===== src/rtl/i2c_target_regs_pkg.sv =====
// Shared types and constants for the I2C register target.
package i2c_target_defs;

   typedef enum logic [3:0] {
      IDLE,
      ADDR,
      ADDR_ACK,
      PTR,
      PTR_ACK,
      WR_DATA,
      WR_ACK,
      RD_LOAD,
      RD_DATA,
      RD_ACK,
      IGNORE
   } state_t;

   localparam logic ACK  = 1'b0;
   localparam logic NACK = 1'b1;

   function automatic int PTR_W(input int n);
      return (n > 1) ? $clog2(n) : 1;
   endfunction

endpackage


===== src/rtl/i2c_line_filter.sv =====
// Two-flop synchroniser plus a FILTER_LEN-sample glitch filter with
// single-cycle rise/fall pulses aligned to the filtered level change.
module i2c_line_filter #(
   parameter int FILTER_LEN = 3
) (
   input  logic clk,
   input  logic rst,
   input  logic pin,
   output logic level,
   output logic rise,
   output logic fall
);

   localparam int CNT_W = $clog2(FILTER_LEN + 1);

   logic [1:0]       sync_q;
   logic [CNT_W-1:0] cnt_q;

   // NOTE: state is updated with non-blocking assignments so every flop samples pre-edge values.
   always_ff @(posedge clk) begin
      if (!rst) begin
         sync_q <= 2'b11;
         cnt_q  <= '0;
         level  <= 1'b1;
         rise   <= 1'b0;
         fall   <= 1'b0;
      end else begin
         sync_q <= {sync_q[0], pin};
         rise   <= 1'b0;
         fall   <= 1'b0;
         if (sync_q[1] == level) begin
            cnt_q <= '0;
         end else if (cnt_q == CNT_W'(FILTER_LEN - 1)) begin
            level <= sync_q[1];
            rise  <= sync_q[1];
            fall  <= ~sync_q[1];
            cnt_q <= '0;
         end else begin
            cnt_q <= cnt_q + CNT_W'(1);
         end
      end
   end

endmodule


===== src/rtl/i2c_target_regs.sv =====
// I2C target exposing a NUM_REGS x 8 register file to the bus and to local logic.
// SCL is never stretched; SDA is open-drain via sda_t.
module i2c_target_regs
   import i2c_target_defs::*;
#(
   parameter logic [6:0] ADDRESS    = 7'h5A,
   parameter int         NUM_REGS   = 16,
   parameter int         FILTER_LEN = 3
) (
   input  logic                       clk,
   input  logic                       rst,
   input  logic                       scl_i,
   input  logic                       sda_i,
   output logic                       sda_o,
   output logic                       sda_t,
   input  logic                       host_wr_en,
   input  logic [PTR_W(NUM_REGS)-1:0] host_wr_addr,
   input  logic [7:0]                 host_wr_data,
   input  logic [PTR_W(NUM_REGS)-1:0] host_rd_addr,
   output logic [7:0]                 host_rd_data,
   output logic                       bus_wr_valid,
   output logic [PTR_W(NUM_REGS)-1:0] bus_wr_addr,
   output logic [7:0]                 bus_wr_data,
   output logic                       busy
);

   localparam int AW = PTR_W(NUM_REGS);

   logic scl, scl_rise, scl_fall;
   logic sda, sda_rise, sda_fall;

   i2c_line_filter #(.FILTER_LEN(FILTER_LEN)) u_scl_filter (
      .clk   (clk),
      .rst   (rst),
      .pin   (scl_i),
      .level (scl),
      .rise  (scl_rise),
      .fall  (scl_fall)
   );

   i2c_line_filter #(.FILTER_LEN(FILTER_LEN)) u_sda_filter (
      .clk   (clk),
      .rst   (rst),
      .pin   (sda_i),
      .level (sda),
      .rise  (sda_rise),
      .fall  (sda_fall)
   );

   state_t         state_q, state_d;
   logic [3:0]     bit_cnt_q, bit_cnt_d;
   logic [7:0]     shift_q, shift_d;
   logic [AW-1:0]  ptr_q, ptr_d;
   logic           sda_t_q, sda_t_d;
   logic           busy_q, busy_d;
   logic           rw_q, rw_d;
   logic           nack_q, nack_d;
   logic           wr_stb;
   logic [7:0]     regs_q [NUM_REGS];

   logic       start_cond, stop_cond;
   logic [7:0] rx_byte;

   assign start_cond = sda_fall & scl;
   assign stop_cond  = sda_rise & scl;
   assign rx_byte    = {shift_q[6:0], sda};

   always_comb begin
      // NOTE: every signal written here gets a default first, so no path can infer a latch.
      state_d   = state_q;
      bit_cnt_d = bit_cnt_q;
      shift_d   = shift_q;
      ptr_d     = ptr_q;
      sda_t_d   = sda_t_q;
      busy_d    = busy_q;
      rw_d      = rw_q;
      nack_d    = nack_q;
      wr_stb    = 1'b0;
      if (start_cond) begin
         state_d   = ADDR;
         bit_cnt_d = '0;
         sda_t_d   = 1'b1;
         busy_d    = 1'b1;
      end else if (stop_cond) begin
         state_d = IDLE;
         sda_t_d = 1'b1;
         busy_d  = 1'b0;
      end else begin
         unique case (state_q)
            ADDR, PTR, WR_DATA: begin
               if (scl_rise) begin
                  shift_d   = rx_byte;
                  bit_cnt_d = bit_cnt_q + 4'd1;
                  if (bit_cnt_q == 4'd7) begin
                     bit_cnt_d = '0;
                     if (state_q == ADDR) begin
                        if (rx_byte[7:1] == ADDRESS) begin
                           rw_d    = rx_byte[0];
                           state_d = ADDR_ACK;
                        end else begin
                           state_d = IGNORE;
                        end
                     end else if (state_q == PTR) begin
                        ptr_d   = rx_byte[AW-1:0];
                        state_d = PTR_ACK;
                     end else begin
                        wr_stb  = 1'b1;
                        ptr_d   = ptr_q + AW'(1);
                        state_d = WR_ACK;
                     end
                  end
               end
            end
            // First fall after the 8th bit starts driving ACK; the next fall ends it.
            ADDR_ACK, PTR_ACK, WR_ACK: begin
               if (scl_fall) begin
                  if (sda_t_q) begin
                     sda_t_d = ACK;
                  end else begin
                     sda_t_d   = 1'b1;
                     bit_cnt_d = '0;
                     if (state_q == ADDR_ACK) state_d = rw_q ? RD_LOAD : PTR;
                     else                     state_d = WR_DATA;
                  end
               end
            end
            RD_LOAD: begin
               shift_d   = regs_q[ptr_q];
               sda_t_d   = regs_q[ptr_q][7];
               ptr_d     = ptr_q + AW'(1);
               bit_cnt_d = '0;
               state_d   = RD_DATA;
            end
            RD_DATA: begin
               if (scl_rise) begin
                  bit_cnt_d = bit_cnt_q + 4'd1;
               end else if (scl_fall) begin
                  if (bit_cnt_q == 4'd8) begin
                     sda_t_d = 1'b1;
                     state_d = RD_ACK;
                  end else begin
                     shift_d = {shift_q[6:0], 1'b0};
                     sda_t_d = shift_q[6];
                  end
               end
            end
            RD_ACK: begin
               if (scl_rise)      nack_d  = sda;
               else if (scl_fall) state_d = (nack_q == ACK) ? RD_LOAD : IGNORE;
            end
            IDLE, IGNORE: ;
            default: state_d = IDLE;
         endcase
      end
   end

   always_ff @(posedge clk) begin
      if (!rst) begin
         state_q   <= IDLE;
         bit_cnt_q <= '0;
         shift_q   <= '0;
         ptr_q     <= '0;
         sda_t_q   <= 1'b1;
         busy_q    <= 1'b0;
         rw_q      <= 1'b0;
         nack_q    <= NACK;
      end else begin
         state_q   <= state_d;
         bit_cnt_q <= bit_cnt_d;
         shift_q   <= shift_d;
         ptr_q     <= ptr_d;
         sda_t_q   <= sda_t_d;
         busy_q    <= busy_d;
         rw_q      <= rw_d;
         nack_q    <= nack_d;
      end
   end

   always_ff @(posedge clk) begin
      if (!rst) begin
         bus_wr_valid <= 1'b0;
         bus_wr_addr  <= '0;
         bus_wr_data  <= '0;
      end else begin
         bus_wr_valid <= wr_stb;
         if (wr_stb) begin
            bus_wr_addr <= ptr_q;
            bus_wr_data <= rx_byte;
         end
      end
   end

   // NOTE: the register file is cleared by reset because software relies on it reading zero.
   always_ff @(posedge clk) begin
      if (!rst) begin
         for (int i = 0; i < NUM_REGS; i++) regs_q[i] <= '0;
      end else begin
         if (host_wr_en)   regs_q[host_wr_addr] <= host_wr_data;
         // Bus write is issued last so it wins a same-index collision.
         if (bus_wr_valid) regs_q[bus_wr_addr]  <= bus_wr_data;
      end
   end

   assign sda_o        = 1'b0;
   assign sda_t        = sda_t_q;
   assign busy         = busy_q;
   assign host_rd_data = regs_q[host_rd_addr];

endmodule


===== config.mk =====
export PLATFORM = sky130hd
export DESIGN_NAME = i2c_target_regs
export DESIGN_NICKNAME = d
export VERILOG_FILES = /design/src/rtl/i2c_target_regs_pkg.sv /design/src/rtl/i2c_line_filter.sv /design/src/rtl/i2c_target_regs.sv
export SDC_FILE = /design/constraint.sdc
export NUM_CORES = 1
export LEC_CHECK = 0
export CAP_MARGIN = 15
export CORE_ASPECT_RATIO = 1.75
export CORE_UTILIZATION = 46
export CTS_CLUSTER_DIAMETER = 80
export DETAILED_ROUTE_END_ITERATION = 7
export PLACE_DENSITY = 0.66
export SETUP_SLACK_MARGIN = 0.5
export SYNTH_ARGS = -nofsm -noshare
export SYNTH_HDL_FRONTEND = slang
export SYNTH_SLANG_ARGS = --single-unit

===== constraint.sdc =====
create_clock -name clk -period 3.25 [get_ports clk]
set_input_delay 0.4875 -clock clk [delete_from_list [all_inputs] [get_ports clk]]
set_output_delay 0.4875 -clock clk [all_outputs]
set_load 0.02 [all_outputs]

==> flow_summary.toml, run 1 <==
[setup_path]
cp.required_ns = 2.76
crit_fanout = 8
crit_type = "in -> out"
crit_arrival_ns = 2.25
crit_chain = "buf_4 > bufbuf_16 > mux4_2 > mux4_2 > clkdlybuf4s15_2"
r2r_slack_ns = 0.69
critPathCaptureType = "output pin"
start_kind = "input port"
slowest_delay_ns = 0.50
crit_top_cell = "mux4_2"
crit_slowest_cell = "mux4_2"

[sta]
finalHoldViolations = 0
finalWorstSetupSlack_ns = 0.516
slew-limit-headroom_pct = 34.5
maxSlewViolCount = 0
min_period_over_period_pct = 84.1
rsz0062_at_grt = "false"
skew_ns = 0.0105
fin_tns_setup_ns = 0
holdWs_ns = 0.411
post-route-min-period_ns = 2.73
setup_viol = 0
worst_slew_pin_slew_ns = 0.979
clock.fmax_mhz = 366

[power]
clockPowerShare_pct = 39.3
leakage_nw = 3.82
p_sw_share_pct = 26.1
ir_worst_vdd_mv = 0.349
intPower_w = 0.00394
p_comb_share_pct = 10.4
power_switching_w = 0.00139
power_frac_seq_pct = 50.4
p_per_area_mw_per_mm2 = 468

[drt]
drt-initial-drc-count = 831
drc = 0
dr.pass1.iters = 5
avgViaCountPerCell = 7.03
vias = 7640
drtAntennaViolNets = 0
wl_per_cell_um = 30.0
wl_um = 32600

[synth]
synth_top_area_share_pct = 38.6
syn_nets = 818
synth_warnings = 0
syn_avg_cell_area_um2 = 12.6
netlist_top_cells_area = "edfxtp_1 39%, mux4_2 14%, a22o_1 11%, dfxtp_1 11%, mux2i_1 3.4%"
syn-instance-count = 792
syn_area_mm2 = 0.00995
synth_edf_count = 128
synth_area_leader_cell = "edfxtp_1"
synth.distinct_cells = 61
async_flop_share_pct = 0
ys.flop_type = "edfxtp_1"
ys_seq_elements = 182
yosysSeqAreaShare_pct = 49.5

[finish]
fin_cells = 1086
final_util_pct = 54.2
drive_above_1_share_pct = 19.1
fill_cells = 1717
syn2layout_area_growth_pct = 14.5
layout.nets = 847
num_antenna_cells = 0

[global_routing]
grt_pass1_wl_um = 49000
grt_pass1_vias = 7952
antenna_found_initial = 0
overflow = 0
grt_max_degree = 46
gr-usage-all-layers_pct = 30.8

[place]
dp_hpwl_um = 23900
port_buffers = 43
dp_slack_ns = 0.0726
place.gp.congestion = 0.974
dp.cells = 1051

[run_status]
outcome = "finished clean"

[worst_hold_path]
hold_class = "reg -> reg"

[die]
ios = 45
start_util_pct = 47.4
core-area_mm2 = 0.0210
chipWidth_um = 113
fp-row-count = 70
die_area_mm2 = 0.0223
chipHeight_um = 197

[clocking]
post_cts_buffers = 0
clkTransAtPathRegs_ns = 0.07
cts_tree = "yes"
htree_levels = 4
ctsHoldBuffers = 0
cts_sinks = 182
cts.path.max_buffers = 2
cts_made_buffers = 17
worst_skew_pair.late_latency_ns = 0.45
cts_root_buffer = "clkbuf_16"

[run]
drv_cap = 0
stage by stage:
step	total power [W]	area (um^2)
after floorplan	0.00305	9950
after global placement	0.00325	10700
after detailed placement	0.00327	10700
after CTS	0.00532	11400
after global routing	0.00546	11400
final	0.00533	11400
logic make-up after synthesis:
| group | after synthesis | synth area share (%) |
|---|---|---|
| DFF | 182 | 49.5 |
| buffers and inverters | 85 | 3.46 |
| adders and majority gates | 6 | 0.729 |
| other | 1 | 0.0377 |
| muxes | 101 | 18.2 |
| xor gates and xnor gates | 4 | 0.352 |
| and+or+nand+nor | 197 | 10.7 |
| AOI/OAI and AO/OA | 216 | 17.0 |
cells in the final DEF, fill, tap and decap left out, types with 3 or more instances in the layout:
cell	synthesis	final
clkbuf_16	0	17
dfxtp_1	54	53
nor2_1	58	58
a22oi_1	14	14
nor2b_1	13	13
xnor2_1	4	4
a21oi_1	30	30
or4b_1	3	3
o21ai_0	14	14
and4_1	3	3
inv_1	6	6
edfxtp_1	128	128
ha_1	5	5
nand4b_1	3	3
nor3b_1	9	9
clkdlybuf4s50_1	0	32
clkdlybuf4s15_2	0	5
nand3b_1	16	16
mux2i_1	34	34
mux4_2	64	64
o31ai_1	3	3
or3_1	5	5
dlygate4sd2_1	0	3
nand2_1	35	35
buf_4	1	41
nand2b_1	9	9
inv_8	0	5
nand4_1	5	5
and2_1	5	4
inv_6	0	4
a22o_1	129	129
nor3_1	10	10
nand3_1	12	12
mux2_2	3	3
critical path: cells and delay by family:
kind     cells  cell delay (ns)
buf+inv      3             0.76
mux          2             0.99
flip-flops by register name (all words and copies together), names as in the netlist, named ones only:
| signal | flops |
|---|---|
| sda_t | 1 |
| bus_wr_addr | 4 |
| u_sda_filter.rise | 1 |
| bus_wr_data | 8 |
| u_sda_filter.level | 1 |
| nack_q | 1 |
| u_scl_filter.sync_q | 2 |
| u_scl_filter.level | 1 |
| u_scl_filter.fall | 1 |
| u_scl_filter.cnt_q | 2 |
| state_q | 4 |
| u_sda_filter.sync_q | 2 |
| ptr_q | 4 |
| rw_q | 1 |
| regs_q | 128 |
| u_sda_filter.cnt_q | 2 |
| u_scl_filter.rise | 1 |
| bit_cnt_q | 4 |
| bus_wr_valid | 1 |
| busy | 1 |
| shift_q | 7 |
| u_sda_filter.fall | 1 |
path summary, 6_finish.rpt:
path	startpoint	end	cells past startpoint
setup / recovery	host_rd_addr[0]	host_rd_data[0]	5
hold / removal	u_scl_filter.cnt_q[0]$_SDFF_PP0_	u_scl_filter.cnt_q[0]$_SDFF_PP0_	1
setup reg to reg	state_q[1]$_SDFFE_PP0P_	bit_cnt_q[2]$_SDFFE_PP0P_	5
hold reg to reg	u_scl_filter.cnt_q[0]$_SDFF_PP0_	u_scl_filter.cnt_q[0]$_SDFF_PP0_	1
area by class of cell:
class                           instances  area [um^2]  share of cell area (%)
Inverter                                7         26.3                   0.231
Clock inverter                         15          163                    1.43
Sequential cell                       182         4930                    43.2
Timing Repair Buffer                   88          853                    7.49
Clock buffer                           17          425                    3.73
Tap cell                              252          315                    2.77
Multi-Input combinational cell        525         4690                    41.1
repair_timing:
item                       CTS  global route
gates cloned                 3             0
setup endpoints to repair    8             2
pin swaps                    0             0
gates resized for setup     23             2
cells in the mapped netlist (6+ instances only):
cell and instances:
a22o_1 129, buf_2 11, nor3b_1 9, nor2_1 58, nand3b_1 16, edfxtp_1 128, nor3_1 10, o21ai_0 14
nand3_1 12, a22oi_1 14, nor2b_1 13, buf_1 24, a21oi_1 30, dfxtp_1 54, mux2i_1 34, mux4_2 64
inv_1 6, clkbuf_1 41, nand2b_1 9, nand2_1 35
layer usage:
| layer | GRT usage, % | vias to the layer above | wire (um) |
|---|---|---|---|
| li1 | - | 3242 | - |
| met5 | 0 | - | 0 |
| met3 | 4.64 | 135 | 1820 |
| met2 | 55.9 | 441 | 17700 |
| met1 | 31.3 | 3822 | 10600 |
| met4 | 23.4 | 0 | 2440 |
power by group through the flow:
stage,Sequential [W],Clock (W),Combinational [W]
global route,0.00269,0.00218,0.000587
CTS,0.00268,0.00209,0.000551
finish,0.00268,0.00209,0.000553
detailed placement,0.00273,0,0.000539
global placement,0.00273,0,0.000521
floorplan,0.00267,0,0.000385
Note: power is estimated with default switching activity, not from simulation.
==> inputs of run 2 (changes only) <==
- clock period: 3.25 -> 2.7 ns (I/O delays scaled with it)
==> run 2 against run 1 <==
  * Sequential share of layout area decreased by 0.48 points
  * Count of clock-buffer cells in the layout unchanged
  * Register-to-register slack got worse by 0.13 ns
  * Global-route usage increased by 1.2 points
  * Critical path depth decreased by 2
  * Die area unchanged
  * Largest power group unchanged
==> flow_summary.toml, run 2 (synthesis results as in run 1) <==
[sta]
finalWorstSetupSlack_ns = 0.137
finalHoldViolations = 0
maxSlewViolCount = 0
skew_ns = 0.0110
rsz0062_at_grt = "true"
clock.fmax_mhz = 390
min_period_over_period_pct = 94.9
post-route-min-period_ns = 2.56
slew-limit-headroom_pct = 63.1
worst_slew_pin_slew_ns = 0.552
setup_viol = 0

[finish]
reg.largest.list = "regs_q x128, bus_wr_data x8, shift_q x7"
final_common_cell = "a22o_1"
regMostFlops = "regs_q"
largest_register_ffs = 128
fill_cells = 1754
layout.nets = 863
syn2layout_area_growth_pct = 15.8
final_util_pct = 54.9
drive_above_1_share_pct = 21.9
fin_cells = 1102
num_antenna_cells = 0
layout_common_cells = "129 x a22o_1, 128 x edfxtp_1, 64 x mux4_2, 58 x nor2_1, 55 x buf_4"

[clocking]
htree_levels = 4
cts_made_buffers = 17
worst_skew_pair.late_latency_ns = 0.45
ctsHoldBuffers = 0
clkTransAtPathRegs_ns = 0.07
cts_root_buffer = "clkbuf_16"
cts_sinks = 182
cts.path.max_buffers = 2
cts_tree = "yes"

[drt]
vias = 7748
wl_per_cell_um = 31.2
drc = 0
drt-initial-drc-count = 800
drtAntennaViolNets = 0
avgViaCountPerCell = 7.03
wl_um = 34400
dr.pass1.iters = 5

[power]
clockPowerShare_pct = 38.0
power_frac_seq_pct = 50.9
p_sw_share_pct = 25.9
p_comb_share_pct = 11.1
ir_worst_vdd_mv = 0.471
intPower_w = 0.00475
power_switching_w = 0.00166
leakage_nw = 3.90
p_per_area_mw_per_mm2 = 556

[setup_path]
critPathCaptureType = "output pin"
crit_type = "reg -> out"
crit_arrival_ns = 2.16
start_kind = "register"
crit_top_cell = "mux4_2"
crit_fanout = 2
crit_chain = "mux4_2 > mux4_2 > buf_6"
cp.required_ns = 2.30
crit_slowest_cell = "mux4_2"
slowest_delay_ns = 0.54

[place]
dp_slack_ns = -0.276
port_buffers = 43
dp_hpwl_um = 25400
dp.cells = 1064
place.gp.congestion = 1.03

[run]
drv_cap = 0

[die]
chipHeight_um = 197
chipWidth_um = 113
fp-row-count = 70
die_area_mm2 = 0.0223
ios = 45
core-area_mm2 = 0.0210
start_util_pct = 47.4

[global_routing]
grt_pass1_wl_um = 49600
gr-usage-all-layers_pct = 32.0
grt_pass1_vias = 7508
grt_max_degree = 41
antenna_found_initial = 0
overflow = 0

[worst_hold_path]
hold_class = "reg -> reg"

[run_status]
outcome = "finished clean"
## run 2: cell count changes in the layout (fill, tap and decap cells not counted), moves of 2 or more
cell / delta
buf_4: +14
clkdlybuf4s15_2: -5
buf_6: +8
dfxtp_2: +2
dlygate4sd2_1: -3
dfxtp_1: -2
buf_12: +3
inv_8: -3
clkinv_4: +2
clkinv_2: +3
## run 2: what timing repair did
item                                    in CTS  in global routing
gates resized for setup                     56                  5
pin swaps                                    0                  1
buffers inserted                             4                  1
hold endpoints to repair                     0                  0
endpoints found under the setup margin      22                 19
gates cloned                                 1                  0
## run 2: layout make-up
cell class / count / area, um^2 / share of cell area, %
repair buffers: 104 / 971 / 8.42
well taps: 252 / 315 / 2.73
multi-input cells: 525 / 4720 / 40.9
inverters: 7 / 26.3 / 0.228
clock inverters: 15 / 145 / 1.26
flip-flops and latches: 182 / 4930 / 42.7
clock buffers: 17 / 425 / 3.69
## run 2: critical path, delay by kind of cell, from the launching register on
family / cells / cell delay, ns
multiplexers: 2 / 1.06
flip-flops: 1 / 0.48
buffers and inverters: 1 / 0.16
## run 2: layer usage
metal	track usage (%)	share of wire, %
met5	0	0
met3	5.75	6.9
met2	58.1	53
met4	24.7	8.3
met1	31.8	31
## run 2: worst paths after layout
kind,start,to,slack [ns],cells past startpoint
min,u_scl_filter.cnt_q[0]$_SDFF_PP0_,u_scl_filter.cnt_q[0]$_SDFF_PP0_,0.41,1
max,regs_q[2][3]$_DFFE_PP_,host_rd_data[3],0.14,3
max reg2reg,state_q[0]$_SDFFE_PN0P_,bit_cnt_q[2]$_SDFFE_PP0P_,0.56,5
min reg2reg,u_scl_filter.cnt_q[0]$_SDFF_PP0_,u_scl_filter.cnt_q[0]$_SDFF_PP0_,0.41,1
## run 2: power groups by stage
stage | Combinational, W | Clock [W] | Sequential, W
6_report | 0.000710 | 0.00243 | 0.00326
5_1_grt | 0.000751 | 0.00254 | 0.00326
2_1_floorplan | 0.000470 | 0 | 0.00321
4_1_cts | 0.000701 | 0.00244 | 0.00325
3_5_place_dp | 0.000673 | 0 | 0.00332
3_3_place_gp | 0.000656 | 0 | 0.00332
## run 2: stage by stage
step	hold slack [ns]	cell area (um^2)	TNS, ns	power [W]
final	0.414	11500	0	0.00641
after global placement	0.388	10800	-1.78	0.00398
after detailed placement	0.407	10800	-1.92	0.00399
after global routing	0.433	11500	0	0.00656
after floorplan	0.386	9990	0	0.00368
after CTS	0.416	11500	0	0.00639
